--- config.mk ---
export PLATFORM = sky130hd
export DESIGN_NAME = ctrl_unit_flat
export DESIGN_NICKNAME = d
export VERILOG_FILES = /design/src/rtl/ctrl_pkg.sv /design/src/rtl/ctrl_if.sv /design/src/rtl/ctrl_legal_chk.sv /design/src/rtl/ctrl_unit.sv /design/src/flat_wrapper.sv
export SDC_FILE = /design/constraint.sdc
export NUM_CORES = 1
export LEC_CHECK = 0
export BUFFER_PORTS_ARGS = -buffer_cell sky130_fd_sc_hd__buf_2
export CAP_MARGIN = 5
export CORE_MARGIN = 4
export CORE_UTILIZATION = 36
export CTS_CLUSTER_DIAMETER = 50
export DETAILED_ROUTE_END_ITERATION = 10
export PLACE_DENSITY_LB_ADDON = 0.15
export SLEW_MARGIN = 25
export SYNTH_ARGS = -nofsm -noshare
export SYNTH_HDL_FRONTEND = slang
export SYNTH_SLANG_ARGS = --single-unit
--- constraint.sdc ---
create_clock -name clk -period 1.82 [get_ports clk]
set_clock_uncertainty 0.05 [all_clocks]
set_input_delay 0 -clock clk [delete_from_list [all_inputs] [get_ports clk]]
set_output_delay 0 -clock clk [all_outputs]
set_load 0.02 [all_outputs]
--- src/rtl/ctrl_pkg.sv ---
// ctrl_pkg: shared encodings for the RV32I instruction decoder.
//   Opcodes, funct7 values, ALU operation codes, write-back select codes,
//   data-memory size codes and the packed decoded-control payload.
package ctrl_pkg;

  localparam int unsigned INST_W   = 32;
  localparam int unsigned OPC_W    = 7;
  localparam int unsigned F3_W     = 3;
  localparam int unsigned F7_W     = 7;
  localparam int unsigned ALU_W    = 5;
  localparam int unsigned WB_W     = 2;
  localparam int unsigned MSZ_W    = 2;

  // Major opcodes (inst[6:0])
  localparam logic [OPC_W-1:0] OPC_LUI    = 7'b0110111;
  localparam logic [OPC_W-1:0] OPC_AUIPC  = 7'b0010111;
  localparam logic [OPC_W-1:0] OPC_JAL    = 7'b1101111;
  localparam logic [OPC_W-1:0] OPC_JALR   = 7'b1100111;
  localparam logic [OPC_W-1:0] OPC_BRANCH = 7'b1100011;
  localparam logic [OPC_W-1:0] OPC_LOAD   = 7'b0000011;
  localparam logic [OPC_W-1:0] OPC_STORE  = 7'b0100011;
  localparam logic [OPC_W-1:0] OPC_OP_IMM = 7'b0010011;
  localparam logic [OPC_W-1:0] OPC_OP     = 7'b0110011;
  localparam logic [OPC_W-1:0] OPC_FENCE  = 7'b0001111;
  localparam logic [OPC_W-1:0] OPC_SYSTEM = 7'b1110011;

  // funct7 values accepted by shift/arith encodings
  localparam logic [F7_W-1:0] F7_ZERO = 7'b0000000;
  localparam logic [F7_W-1:0] F7_ALT  = 7'b0100000;

  // ALU codes: {class[1:0], funct3}
  localparam logic [ALU_W-1:0] ALU_ADD   = 5'b00000;
  localparam logic [ALU_W-1:0] ALU_SUB   = 5'b01000;
  localparam logic [ALU_W-1:0] ALU_SLL   = 5'b00001;
  localparam logic [ALU_W-1:0] ALU_SLT   = 5'b00010;
  localparam logic [ALU_W-1:0] ALU_SLTU  = 5'b00011;
  localparam logic [ALU_W-1:0] ALU_XOR   = 5'b00100;
  localparam logic [ALU_W-1:0] ALU_SRL   = 5'b00101;
  localparam logic [ALU_W-1:0] ALU_SRA   = 5'b01101;
  localparam logic [ALU_W-1:0] ALU_OR    = 5'b00110;
  localparam logic [ALU_W-1:0] ALU_AND   = 5'b00111;
  localparam logic [ALU_W-1:0] ALU_LUI   = 5'b10000;
  localparam logic [ALU_W-1:0] ALU_AUIPC = 5'b10001;
  localparam logic [1:0]       ALU_CLS_BR = 2'b11;

  // Write-back source select
  localparam logic [WB_W-1:0] WB_ALU = 2'b00;
  localparam logic [WB_W-1:0] WB_MEM = 2'b01;
  localparam logic [WB_W-1:0] WB_PC4 = 2'b10;

  // Data-memory access size
  localparam logic [MSZ_W-1:0] MEM_BYTE = 2'b00;
  localparam logic [MSZ_W-1:0] MEM_HALF = 2'b01;
  localparam logic [MSZ_W-1:0] MEM_WORD = 2'b10;

  // Decoded control payload
  typedef struct packed {
    logic [ALU_W-1:0] alu_ctrl;
    logic             reg_file_wr_en;
    logic [WB_W-1:0]  reg_file_wr_back_sel;
    logic             alu_op2_sel;
    logic             d_mem_sz_ex;
    logic             d_mem_wr_en;
    logic [MSZ_W-1:0] d_mem_size;
    logic             jal;
    logic             jalr;
  } ctrl_sig_t;

endpackage

--- src/rtl/ctrl_if.sv ---
// ctrl_if: instruction in, decoded controls out.
//   master: drives inst, observes controls (fetch side / testbench).
//   slave : receives inst, drives controls (ctrl_unit).
interface ctrl_if;
  logic [31:0] inst;
  logic [4:0]  alu_ctrl;
  logic        reg_file_wr_en;
  logic [1:0]  reg_file_wr_back_sel;
  logic        alu_op2_sel;
  logic        d_mem_sz_ex;
  logic        d_mem_wr_en;
  logic [1:0]  d_mem_size;
  logic        jal;
  logic        jalr;
  logic        illegal_inst;
  logic        illegal_seen;

  modport master (
    output inst,
    input  alu_ctrl, reg_file_wr_en, reg_file_wr_back_sel, alu_op2_sel,
           d_mem_sz_ex, d_mem_wr_en, d_mem_size, jal, jalr,
           illegal_inst, illegal_seen
  );

  modport slave (
    input  inst,
    output alu_ctrl, reg_file_wr_en, reg_file_wr_back_sel, alu_op2_sel,
           d_mem_sz_ex, d_mem_wr_en, d_mem_size, jal, jalr,
           illegal_inst, illegal_seen
  );
endinterface

--- src/rtl/ctrl_legal_chk.sv ---
// ctrl_legal_chk: flags RV32I encodings the core does not accept.
//   opcode    in  7  inst[6:0]
//   funct3    in  3  inst[14:12]
//   funct7    in  7  inst[31:25]
//   illegal_c out 1  combinational illegal flag
module ctrl_legal_chk
  import ctrl_pkg::*;
(
  input  logic [OPC_W-1:0] opcode,
  input  logic [F3_W-1:0]  funct3,
  input  logic [F7_W-1:0]  funct7,
  output logic             illegal_c
);

  // Unknown opcodes (including any with inst[1:0] != 11) fall to default.
  always_comb begin
    illegal_c = 1'b0;
    case (opcode)
      OPC_LUI, OPC_AUIPC, OPC_JAL, OPC_FENCE, OPC_SYSTEM: illegal_c = 1'b0;
      OPC_JALR:   illegal_c = (funct3 != 3'b000);
      OPC_BRANCH: illegal_c = (funct3 == 3'b010) || (funct3 == 3'b011);
      OPC_LOAD:   illegal_c = (funct3 == 3'b011) || (funct3 == 3'b110) ||
                              (funct3 == 3'b111);
      OPC_STORE:  illegal_c = funct3[2] || (funct3 == 3'b011);
      OPC_OP_IMM: begin
        case (funct3)
          3'b001:  illegal_c = (funct7 != F7_ZERO);
          3'b101:  illegal_c = (funct7 != F7_ZERO) && (funct7 != F7_ALT);
          default: illegal_c = 1'b0;
        endcase
      end
      // SUB/SRA are the only funct7=0100000 forms
      OPC_OP:     illegal_c = !((funct7 == F7_ZERO) ||
                                ((funct7 == F7_ALT) &&
                                 ((funct3 == 3'b000) || (funct3 == 3'b101))));
      default:    illegal_c = 1'b1;
    endcase
  end

endmodule

--- src/rtl/ctrl_unit.sv ---
// ctrl_unit: RV32I main decoder with sticky illegal-instruction flag.
//   clk  in  core clock
//   rst  in  synchronous active-high reset (clears illegal_seen only)
//   bus  ctrl_if.slave: inst in; alu_ctrl, reg_file_wr_en,
//        reg_file_wr_back_sel, alu_op2_sel, d_mem_sz_ex, d_mem_wr_en,
//        d_mem_size, jal, jalr, illegal_inst (combinational) and
//        illegal_seen (registered) out
module ctrl_unit
  import ctrl_pkg::*;
(
  input  logic   clk,
  input  logic   rst,
  ctrl_if.slave  bus
);

  logic [INST_W-1:0] inst;
  logic [OPC_W-1:0]  opcode;
  logic [F3_W-1:0]   funct3;
  logic [F7_W-1:0]   funct7;
  logic              illegal_c;
  logic              illegal_seen_d;
  logic              illegal_seen_q;
  logic              unused_inst_bits;
  ctrl_sig_t         sig;

  assign inst             = bus.inst;
  assign opcode           = inst[6:0];
  assign funct3           = inst[14:12];
  assign funct7           = inst[31:25];
  // Register indices and immediates are not needed for control decode
  assign unused_inst_bits = ^{inst[24:15], inst[11:7]};

  ctrl_legal_chk u_legal_chk (
    .opcode    (opcode),
    .funct3    (funct3),
    .funct7    (funct7),
    .illegal_c (illegal_c)
  );

  // Opcode decode; an illegal encoding collapses to an all-zero NOP.
  always_comb begin
    sig = '0;
    case (opcode)
      OPC_LUI: begin
        sig.alu_ctrl       = ALU_LUI;
        sig.reg_file_wr_en = 1'b1;
        sig.alu_op2_sel    = 1'b1;
      end
      OPC_AUIPC: begin
        sig.alu_ctrl       = ALU_AUIPC;
        sig.reg_file_wr_en = 1'b1;
        sig.alu_op2_sel    = 1'b1;
      end
      OPC_JAL: begin
        sig.jal                  = 1'b1;
        sig.reg_file_wr_en       = 1'b1;
        sig.reg_file_wr_back_sel = WB_PC4;
        sig.alu_ctrl             = ALU_ADD;
      end
      OPC_JALR: begin
        sig.jalr                 = 1'b1;
        sig.reg_file_wr_en       = 1'b1;
        sig.reg_file_wr_back_sel = WB_PC4;
        sig.alu_op2_sel          = 1'b1;
        sig.alu_ctrl             = ALU_ADD;
      end
      OPC_BRANCH: begin
        sig.alu_ctrl = {ALU_CLS_BR, funct3};
      end
      OPC_LOAD: begin
        sig.reg_file_wr_en       = 1'b1;
        sig.reg_file_wr_back_sel = WB_MEM;
        sig.alu_op2_sel          = 1'b1;
        sig.alu_ctrl             = ALU_ADD;
        sig.d_mem_size           = funct3[1:0];
        sig.d_mem_sz_ex          = ~funct3[2];
      end
      OPC_STORE: begin
        sig.d_mem_wr_en = 1'b1;
        sig.d_mem_size  = funct3[1:0];
        sig.alu_op2_sel = 1'b1;
        sig.alu_ctrl    = ALU_ADD;
      end
      OPC_OP_IMM: begin
        sig.reg_file_wr_en = 1'b1;
        sig.alu_op2_sel    = 1'b1;
        // inst[30] selects SRAI only; ADDI etc. ignore immediate bit 10
        sig.alu_ctrl       = {1'b0, inst[30] & (funct3 == 3'b101), funct3};
      end
      OPC_OP: begin
        sig.reg_file_wr_en = 1'b1;
        sig.alu_ctrl       = {1'b0, inst[30], funct3};
      end
      default: sig = '0;
    endcase
    if (illegal_c) begin
      sig = '0;
    end
  end

  assign illegal_seen_d = illegal_seen_q | illegal_c;

  // Sticky illegal flag; reset wins over a coincident illegal instruction
  always_ff @(posedge clk) begin
    if (rst) begin
      illegal_seen_q <= 1'b0;
    end else begin
      illegal_seen_q <= illegal_seen_d;
    end
  end

  assign bus.alu_ctrl             = sig.alu_ctrl;
  assign bus.reg_file_wr_en       = sig.reg_file_wr_en;
  assign bus.reg_file_wr_back_sel = sig.reg_file_wr_back_sel;
  assign bus.alu_op2_sel          = sig.alu_op2_sel;
  assign bus.d_mem_sz_ex          = sig.d_mem_sz_ex;
  assign bus.d_mem_wr_en          = sig.d_mem_wr_en;
  assign bus.d_mem_size           = sig.d_mem_size;
  assign bus.jal                  = sig.jal;
  assign bus.jalr                 = sig.jalr;
  assign bus.illegal_inst         = illegal_c;
  assign bus.illegal_seen         = illegal_seen_q;

endmodule

--- src/flat_wrapper.sv ---
// flat-port wrapper written by rule: the top's interface ports become plain ports
module ctrl_unit_flat import ctrl_pkg::*;
  (clk, rst, bus_inst, bus_alu_ctrl, bus_reg_file_wr_en, bus_reg_file_wr_back_sel, bus_alu_op2_sel, bus_d_mem_sz_ex, bus_d_mem_wr_en, bus_d_mem_size, bus_jal, bus_jalr, bus_illegal_inst, bus_illegal_seen);
  ctrl_if bus_i ();
  input  logic clk;
  input  logic rst;
  input wire logic [$bits(bus_i.inst)-1:0] bus_inst;
  output wire logic [$bits(bus_i.alu_ctrl)-1:0] bus_alu_ctrl;
  output wire logic [$bits(bus_i.reg_file_wr_en)-1:0] bus_reg_file_wr_en;
  output wire logic [$bits(bus_i.reg_file_wr_back_sel)-1:0] bus_reg_file_wr_back_sel;
  output wire logic [$bits(bus_i.alu_op2_sel)-1:0] bus_alu_op2_sel;
  output wire logic [$bits(bus_i.d_mem_sz_ex)-1:0] bus_d_mem_sz_ex;
  output wire logic [$bits(bus_i.d_mem_wr_en)-1:0] bus_d_mem_wr_en;
  output wire logic [$bits(bus_i.d_mem_size)-1:0] bus_d_mem_size;
  output wire logic [$bits(bus_i.jal)-1:0] bus_jal;
  output wire logic [$bits(bus_i.jalr)-1:0] bus_jalr;
  output wire logic [$bits(bus_i.illegal_inst)-1:0] bus_illegal_inst;
  output wire logic [$bits(bus_i.illegal_seen)-1:0] bus_illegal_seen;
  assign bus_i.inst = bus_inst;
  assign bus_alu_ctrl = bus_i.alu_ctrl;
  assign bus_reg_file_wr_en = bus_i.reg_file_wr_en;
  assign bus_reg_file_wr_back_sel = bus_i.reg_file_wr_back_sel;
  assign bus_alu_op2_sel = bus_i.alu_op2_sel;
  assign bus_d_mem_sz_ex = bus_i.d_mem_sz_ex;
  assign bus_d_mem_wr_en = bus_i.d_mem_wr_en;
  assign bus_d_mem_size = bus_i.d_mem_size;
  assign bus_jal = bus_i.jal;
  assign bus_jalr = bus_i.jalr;
  assign bus_illegal_inst = bus_i.illegal_inst;
  assign bus_illegal_seen = bus_i.illegal_seen;
  ctrl_unit u_core (.clk(clk), .rst(rst), .bus(bus_i));
endmodule
Word-level counts from Yosys, hierarchy flattened --
Cells that the tools add are included. W data, S select, Z words.
Operators by class: mux-type cells 12, eq/ne operators 19, bitwise operators 3, reduce and logical (&&, ||, !) cells 18
Operator list (count):
- $eq A7 B6 Y1 const B | 4
- $eq A7 B7 Y1 const B | 4
- $pmux W5 S5 | 1
- $mux W15 | 1
- $eq A7 B5 Y1 const B | 2
- $eq A3 B3 Y1 const B | 3
- $eq A7 B2 Y1 const B | 1
- $eq A7 B4 Y1 const B | 1
- $logic_not A7 Y1 | 1
- $ne A7 B6 Y1 const B | 1
- $pmux W1 S7 | 1
- $reduce_bool A7 Y1 | 1
- $reduce_or A7 Y1 | 1
- $eq A3 B2 Y1 const B | 2
- $logic_or A1 B1 Y1 | 6
- $mux W1 | 6
- $reduce_or A6 Y1 | 1
- $reduce_or A5 Y1 | 1
- $pmux W2 S2 | 1
- $reduce_or A2 Y1 | 2
- $eq A3 B1 Y1 const B | 1
- $logic_not A3 Y1 | 1
- $reduce_bool A3 Y1 | 1
- $logic_and A1 B1 Y1 | 2
- 6 further kinds | 6
Word-level totals: input port bits 34, register bits 1

Depth between registers and ports, before layout --
Gate-level depths: netlist of the first run.
depth after elaboration 7, gate-level depth with buffers 6, mapped depth without buffers 5

Hierarchy --
From an unflattened synthesis of the first run, not the netlist that was laid out.
Unflattened totals: cell total of the unflattened synthesis 68, area, all modules 460.4 um^2
Modules (own cells, without submodules):
- ctrl_unit | instances 1, area each 305.3 um^2, cells each 43
- ctrl_legal_chk | instances 1, area each 155.1 um^2, cells each 25

Worst setup path after synthesis of the first run --
No wires, ideal clock.
path kind input to output, from input bus_inst[28], to output bus_alu_ctrl[2], stages on the path 6, path buffers 1, arrival time 1809 ps, slack -39 ps, data required time 1770 ps, cells stage by stage or4_4 -> nor3_4 -> nand2b_1 -> a31oi_1 -> buf_6 -> nor4_1
On the way: cells in the longest elaborated chain, start to end 6
Ends and longest elaborated chain:
- start, declared | line flat_wrapper.sv:7 | input wire logic [$bits(bus_i.inst)-1:0] bus_inst;
- branches (longest 4 deep; another with $ne A7 B6 Y1)
- $pmux W1 S7 (*) | line ctrl_legal_chk.sv:18 | case (opcode)
- $mux W15 (*) | line ctrl_unit.sv:96 | if (illegal_c) begin
- end, declared | line flat_wrapper.sv:8 | output wire logic [$bits(bus_i.alu_ctrl)-1:0] bus_alu_ctrl;
Mark *: on every way between the ends.

Final worst setup path of the first run --
from input bus_inst[28], to output bus_reg_file_wr_en
On the way: cells in the longest elaborated chain, start to end 6
Ends and longest elaborated chain:
- branches (longest 4 deep; another with $ne A7 B6 Y1)
- $pmux W1 S7 (*) | line ctrl_legal_chk.sv:18
- $mux W15 (*) | line ctrl_unit.sv:96
- end, declared | line flat_wrapper.sv:9 | output wire logic [$bits(bus_i.reg_file_wr_en)-1:0] bus_reg_file_wr_en;
Marks and branches as above.

==> reports/metrics.cfg, run 1 <==
[grt]
antenna_found_initial = 0
grt_pass1_wl_microns = 2359
grt_usage_pct = 13.95
grt_overflow = 0
grt_pass1_vias = 570
grt_max_degree = 16

[final_layout]
area_growth_pct = 42.44
design_area_sq_um = 789.5
fillers = 135
largest_reg_flops = 1
diodes = 0
final_nets = 151
layout-drive-gt1-share_pct = 43.48
layout_common_cells = 33 x buf_2, 10 x nand2_1, 9 x nor2_1
final_common_cell = buf_2

[worst_setup_path]
r2r_start = u_core.bus.illegal_seen
crit_arrival_ns = 1.72
start_kind = input pin
critPathRequiredTime_ns = 1.77
critical_path_class = in2out
crit_start = bus_inst[28]
endpoint_kind = output pin
path_max_fanout = 7

[sta]
fin_ws_ns = 0.04634
finalSetupViolations = 0
finalCritPeriodShare_pct = 97.45
period_minus_slack_ns = 1.774
relSlewSlack_pct = 75.28
finalHoldViolCount = 0
fmax_mhz = 563.8
slew_violations = 0
worst_pin_slew_ns = 0.3694
rsz0062_at_grt = yes

[worst_hold_path]
hold_start = rst
hold_class = in2reg

[floorplan]
rows = 13
die_y_microns = 47.24
core-area_sq_um = 1383
io_pins = 51
start_util_pct = 40.09
die_w_microns = 47.24
die_area_sq_um = 2232

[pwr]
p_comb_share_pct = 83.0
power_switching_uw = 69.38
pwr-share-clk_pct = 0
intPower_uw = 74.07
p_seq_share_pct = 17.0
p_sw_share_pct = 48.37
power_density_nw_per_um2 = 181.7
leakage_uw = 0.0003367
ir_drop_uv = 185.8

[placed_design]
io_buffers = 35
hpwlAfterDp_microns = 1377
placed_area_sq_um = 765.7
gp_congestion = 0.8025
dpl_worst_slack_ns = 0.03651

[yosys]
async_flop_share_pct = 0
syn_inst = 78
ys_ff_latch = 1
syn_area_sq_um = 554.3
syn_area_per_cell_sq_um = 7.106
yosysWarnings = 0
synth-edff-count = 0
synthesis.nets = 112
ys_seq_area_share_pct = 3.612
synth_flop_cell = dfxtp_1
yosysUniqueCellTypes = 39

[cts]
clock_latency_ns = 0
clk_transition_reported_paths_ns = 0
hold_buffers = 0

[drt]
drt_pass1_iterations = 4
drc_errors = 0
routed_wl_microns = 1663
vias = 736
drt-initial-drc-count = 26
vias_per_cell = 5.662
drtAntennaViolNets = 0
wl_per_cell_microns = 12.79

[outcome]
status = finished, final reports clean

[job]
drv_cap = 0

==> worst max-delay path, stage by stage <==
cell	delay, ns
buf_2	0.10
or4_4	0.53
nor3_4	0.17
nand2b_1	0.14
a31oi_1	0.12
buf_4	0.19
nor4_2	0.27
buf_2	0.20
==> worst paths after layout <==
| kind | endpoint | slack [ns] | depth (start not counted) |
|---|---|---|---|
| worst min-delay path | u_core.bus.illegal_seen | 0.19 | 3 |
| worst max register to register | u_core.bus.illegal_seen | 1.09 | 1 |
| worst min register to register | u_core.bus.illegal_seen | 0.41 | 1 |
| worst max-delay path | bus_reg_file_wr_en | 0.05 | 8 |
==> through the flow <==
stage          setup TNS [ns]  power (uW)  utilization (%)  std cells  hold slack, ns
2_1_floorplan         -0.1930       90.53                -         78         0.03952
5_1_grt               -0.1097       155.6            57.10        130          0.2240
3_3_place_gp                0       139.6            55.38        130          0.1937
4_1_cts                     0       141.6            55.38        130          0.1954
3_5_place_dp                0       141.3            55.38        130          0.1951
6_report                    0       143.5            57.10        130          0.1918
==> synthesized netlist by cell type, types with 2 or more instances <==
library cell   n  area share [%]
nand2b_1       5             5.6
nor3_1         6             5.4
nor4_1         6             6.8
o211ai_1       2             2.7
nand2_1       10             6.8
inv_1          2             1.4
or2_1          2             2.3
a2bb2oi_1      3             4.7
nor2b_1        2             2.3
o21ai_0        3             2.7
nor2_1         9             6.1
==> power by group through the flow <==
| stage | logic (uW) | registers (uW) | clock network [uW] |
|---|---|---|---|
| floorplan | 64.2 | 26.3 | 0 |
| global placement | 115 | 24.3 | 0 |
| detailed placement | 117 | 24.4 | 0 |
| CTS | 117 | 24.4 | 0 |
| global route | 131 | 24.6 | 0 |
| finish | 119 | 24.4 | 0 |
==> cell families after synthesis <==
| family | Yosys count | share of synthesized area, % |
|---|---|---|
| compound gates | 20 | 31.15 |
| buf+inv | 5 | 4.965 |
| flops | 1 | 3.612 |
| mux | 1 | 1.806 |
| simple gates | 51 | 58.47 |
==> routing by layer <==
| metal | global-route usage, % | vias up | part of all wire [%] |
|---|---|---|---|
| met5 | 0 | - | 0 |
| met4 | 0 | 0 | 0 |
| met3 | 0 | 0 | 9.7 |
| met2 | 22.99 | 34 | 45 |
| met1 | 21.38 | 319 | 46 |
| li1 | - | 383 | - |
==> final cells by class <==
class	count	area, sq um	share of cell area [%]
multi-input cells	72	525.5	66.56
repair buffers	40	217.7	27.58
flip-flops and latches	1	20.02	2.536
well taps	15	18.77	2.377
inverters	2	7.507	0.9509
==> repair_timing <==
item / 4_1_cts / 5_1_grt
resized for setup: 0 / 5
setup buffers: 0 / 0
endpoints found under the setup margin: 0 / 4
No activity file was read; power rests on OpenSTA's default activity.
==> run 2, diff against run 1 <==
--- a/config.mk
+++ b/config.mk
@@ -11,7 +11,8 @@
 export CORE_UTILIZATION = 36
 export CTS_CLUSTER_DIAMETER = 50
 export DETAILED_ROUTE_END_ITERATION = 10
-export PLACE_DENSITY_LB_ADDON = 0.15
+export PLACE_DENSITY = 0.85
+export SKIP_CTS_REPAIR_TIMING = 1
 export SLEW_MARGIN = 25
 export SYNTH_ARGS = -nofsm -noshare
 export SYNTH_HDL_FRONTEND = slang
==> run 2 against run 1 <==
Register-to-register slack barely moved. Cell count is the same. Total power increased by 2.1%. Combinational power hardly changed. Sequential power barely moved. Cell area grew 1.4%. Die area unchanged. Critical path depth unchanged. Fmax grew 0.67%. Critical endpoint is now bus_d_mem_size[1]. Largest cell class unchanged. Largest power group unchanged. Highest routed layer is now met4.
==> reports/metrics.cfg, run 2 (same netlist as run 1, synthesis figures left out) <==
[outcome]
status = finished, final reports clean

[grt]
antenna_found_initial = 0
grt_pass1_wl_microns = 2953
grt_pass1_vias = 703
grt_max_degree = 16
grt_usage_pct = 17.23
grt_overflow = 0

[worst_setup_path]
r2r_start = u_core.bus.illegal_seen
crit_slowest_cell = or4_4
rrSetupSlack_ns = 1.08
endpoint_kind = output pin
cp_top_family = simple AND/OR/NAND/NOR gates
critPathRequiredTime_ns = 1.77
crit_chain = buf_2 -> or4_4 -> nor3_4 -> nand2b_1 -> a31oi_1 -> buf_4 -> nor4_1 -> buf_2
critical_path_class = in2out
start_kind = input pin
max_stage_delay_ns = 0.53
critPathMostFrequentCell = buf_2
path_max_fanout = 8
crit_start = bus_inst[28]
path_buf_inv = 3
crit_arrival_ns = 1.71

[drt]
drt_pass1_iterations = 4
drc_errors = 0
drt-initial-drc-count = 18
vias = 780
drtAntennaViolNets = 0
wl_per_cell_microns = 14.36
routed_wl_microns = 1867
vias_per_cell = 6.000

[final_layout]
final_common_cell = buf_2
diodes = 0
fin_util_pct = 57.92
largest_reg_flops = 1
layout_common_cells = 31 x buf_2, 10 x nand2_1, 9 x nor2_1, 9 x buf_4, 6 x nor3_1
final_nets = 151
layout-drive-gt1-share_pct = 44.35
fillers = 137
area_growth_pct = 44.47

[floorplan]
die_area_sq_um = 2232
io_pins = 51
start_util_pct = 40.09
rows = 13
die_w_microns = 47.24
die_y_microns = 47.24
core-area_sq_um = 1383

[sta]
finalHoldViolCount = 0
worst_pin_slew_ns = 0.3464
finalCritPeriodShare_pct = 96.80
slew_violations = 0
relSlewSlack_pct = 76.82
fmax_mhz = 567.6
finalSetupViolations = 0
period_minus_slack_ns = 1.762
rsz0062_at_grt = yes

[placed_design]
gp_congestion = 0.9108
hpwlAfterDp_microns = 1510
io_buffers = 35

[pwr]
leakage_uw = 0.0003370
power_uw = 146.4
ir_drop_uv = 155.2
power_density_nw_per_um2 = 182.8

[worst_hold_path]
hold_start = rst
hold_class = in2reg

[cts]
clk_transition_reported_paths_ns = 0
clock_latency_ns = 0

[job]
drv_cap = 0

[run 2: cell counts in the layout (fill, tap and decap cells not counted)]
No cell type changed its count.
[run 2: metrics by stage]
step | worst slack, ns | setup TNS, ns | instances | hold WS (ns) | instance area [sq um]
finish | 0.05815 | 0 | 130 | 0.1991 | 800.8
global route | -0.05615 | -0.1247 | 130 | 0.2256 | 800.8
detailed placement | 0.04649 | 0 | 130 | 0.1967 | 765.7
global placement | 0.09681 | 0 | 130 | 0.1885 | 765.7
floorplan | -0.03859 | -0.1930 | 78 | 0.03952 | 554.3
CTS | 0.04315 | 0 | 130 | 0.2009 | 765.7
[run 2: layout make-up]
| class | instances | area [sq um] | area share, % |
|---|---|---|---|
| Multi-Input combinational cell | 72 | 531.8 | 66.41 |
| Timing Repair Buffer | 40 | 222.7 | 27.81 |
| Sequential cell | 1 | 20.02 | 2.500 |
| Tap cell | 15 | 18.77 | 2.344 |
| Inverter | 2 | 7.507 | 0.9375 |
[run 2: worst paths after layout]
kind	endpoint	depth (start not counted)
max	bus_d_mem_size[1]	8
min	u_core.bus.illegal_seen	3
max reg2reg	u_core.bus.illegal_seen	1
min reg2reg	u_core.bus.illegal_seen	1
[run 2: where the power goes]
group	total, uW	leakage [uW]	switching (uW)	internal [uW]
sequential	24.4	0.00000844	0.590	23.8
clock	0	0	0	0
combinational	122	0.000329	71.2	50.7
total	146	0.000337	71.8	74.6
[run 2: tightest hold or removal path, cell delays in order]
cell,delay [ns]
buf_2,0.08
inv_1,0.03
o31a_1,0.09
[run 2: per-layer routing]
metal  share of wire [%]  wire length [microns]  vias up  GRT usage [%]
met3                 6.3                    118        2          1.916
met2                  51                    955       32          29.68
li1                    -                      -      383              -
met5                   0                      0        -              0
met1                  41                    774      363          22.44
met4                 1.0                     19        0          4.420
==> run 3, diff against run 2 <==
--- a/config.mk
+++ b/config.mk
@@ -8,10 +8,10 @@
 export BUFFER_PORTS_ARGS = -buffer_cell sky130_fd_sc_hd__buf_2
 export CAP_MARGIN = 5
 export CORE_MARGIN = 4
-export CORE_UTILIZATION = 36
+export CORE_UTILIZATION = 23
 export CTS_CLUSTER_DIAMETER = 50
 export DETAILED_ROUTE_END_ITERATION = 10
-export PLACE_DENSITY = 0.85
+export PLACE_DENSITY = 0.61
 export SKIP_CTS_REPAIR_TIMING = 1
 export SLEW_MARGIN = 25
 export SYNTH_ARGS = -nofsm -noshare
==> run 3 against run 2 <==
Sequential power is essentially flat. Cell area grew 5.6%. First-iteration DRC count grew 61%. Flip-flop and latch count is the same. Combinational power grew 5%. Cell count grew 13%. Core utilization shrank 20 points. Hold slack lost 0.0080 ns.
==> reports/metrics.cfg, run 3 (same netlist as run 1, synthesis figures left out) <==
[worst_setup_path]
r2r_end = u_core.bus.illegal_seen
endpoint_kind = output pin
crit_arrival_ns = 1.72
cp-endpoint = bus_illegal_inst
reg2reg_depth = 1
rrSetupSlack_ns = 1.09
path_max_fanout = 2
r2r_start = u_core.bus.illegal_seen
critical_path_class = in2out
start_kind = input pin
crit_start = bus_inst[28]
critPathRequiredTime_ns = 1.77

[grt]
grt_pass1_wl_microns = 3105
grt_max_degree = 13
grt_usage_pct = 10.89
antenna_found_initial = 0
grt_overflow = 0
grt_pass1_vias = 732

[final_layout]
final_common_cell = buf_2
multi_input_area_sq_um = 540.5
fin_util_pct = 37.51
diodes = 0
design_area_sq_um = 845.8
layout-drive-gt1-share_pct = 47.06
layout_common_cells = 35 x buf_2, 10 x nand2_1, 9 x buf_4
fillers = 234
regArea_sq_um = 20.02
area_growth_pct = 52.60
largest_reg_flops = 1
final_nets = 155

[cts]
clk_transition_reported_paths_ns = 0
clock_latency_ns = 0

[sta]
relSlewSlack_pct = 75.98
rsz0062_at_grt = yes
finalSetupViolations = 0
slew_violations = 0
period_minus_slack_ns = 1.767
finalCritPeriodShare_pct = 97.12
hold_ws_ns = 0.1911
fmax_mhz = 565.8
finalHoldViolCount = 0
worst_pin_slew_ns = 0.3589

[drt]
drtAntennaViolNets = 0
drt-initial-drc-count = 29
wl_per_cell_microns = 13.01
drc_errors = 0
vias_per_cell = 5.333
drt_pass1_iterations = 4
routed_wl_microns = 1913
vias = 784

[floorplan]
io_pins = 51
core-area_sq_um = 2255
rows = 17
start_util_pct = 24.58
die_area_sq_um = 3259
die_w_microns = 57.09
die_y_microns = 57.09

[pwr]
leakage_uw = 0.0003603
ir_drop_uv = 92.23
power_density_nw_per_um2 = 179.6
power_uw = 151.9

[placed_design]
placed_area_sq_um = 812.0
io_buffers = 35
gp_congestion = 0.8407
hpwlAfterDp_microns = 1542

[worst_hold_path]
hold_class = in2reg
min_path_cells = 3

[outcome]
status = finished, final reports clean

[job]
drv_cap = 0

==> run 3: layer usage <==
layer	part of all wire (%)	track usage, %	routed length, microns	vias up
li1	-	-	-	390
met1	41	13.79	785	361
met2	49	19.09	930	31
met3	9.5	1.810	181	2
met4	0.78	2.649	15	0
met5	0	0	0	-
==> run 3: worst max-delay path, cell delays in order <==
cell       delay [ns]
buf_2            0.09
or4_4            0.53
nor3_4           0.13
buf_4            0.14
a2111oi_4        0.06
or3_4            0.38
or2_1            0.23
buf_2            0.16
==> run 3: how the worst min path moves through the flow <==
stage	start	endpoint	slack, ns
after floorplan	bus_inst[14]	bus_d_mem_sz_ex	0.04
after global placement	rst	u_core.bus.illegal_seen	0.19
after detailed placement	rst	u_core.bus.illegal_seen	0.19
after CTS	rst	u_core.bus.illegal_seen	0.19
after global routing	rst	u_core.bus.illegal_seen	0.22
final	rst	u_core.bus.illegal_seen	0.19
==> run 3: cell type report <==
cell class | instances | area share, %
Multi-Input combinational cell | 72 | 63.91
Timing Repair Buffer | 44 | 28.70
Tap cell | 28 | 4.142
Sequential cell | 1 | 2.367
Inverter | 2 | 0.8876
==> run 3: per-stage QoR <==
| stage | cells | TNS (ns) | setup slack, ns |
|---|---|---|---|
| 2_1_floorplan | 78 | -0.1930 | -0.03859 |
| 3_3_place_gp | 147 | 0 | 0.07608 |
| 3_5_place_dp | 147 | 0 | 0.05023 |
| 4_1_cts | 147 | 0 | 0.04055 |
| 5_1_grt | 147 | -0.01068 | -0.01068 |
| 6_report | 147 | 0 | 0.05251 |
==> run 3: where the power goes <==
part / leakage, uW / total (uW) / switching, uW / internal (uW)
Clock: 0 / 0 / 0 / 0
Sequential: 0.00000844 / 24.4 / 0.568 / 23.8
Combinational: 0.000352 / 128 / 73.6 / 53.9
Total: 0.000360 / 152 / 74.1 / 77.8
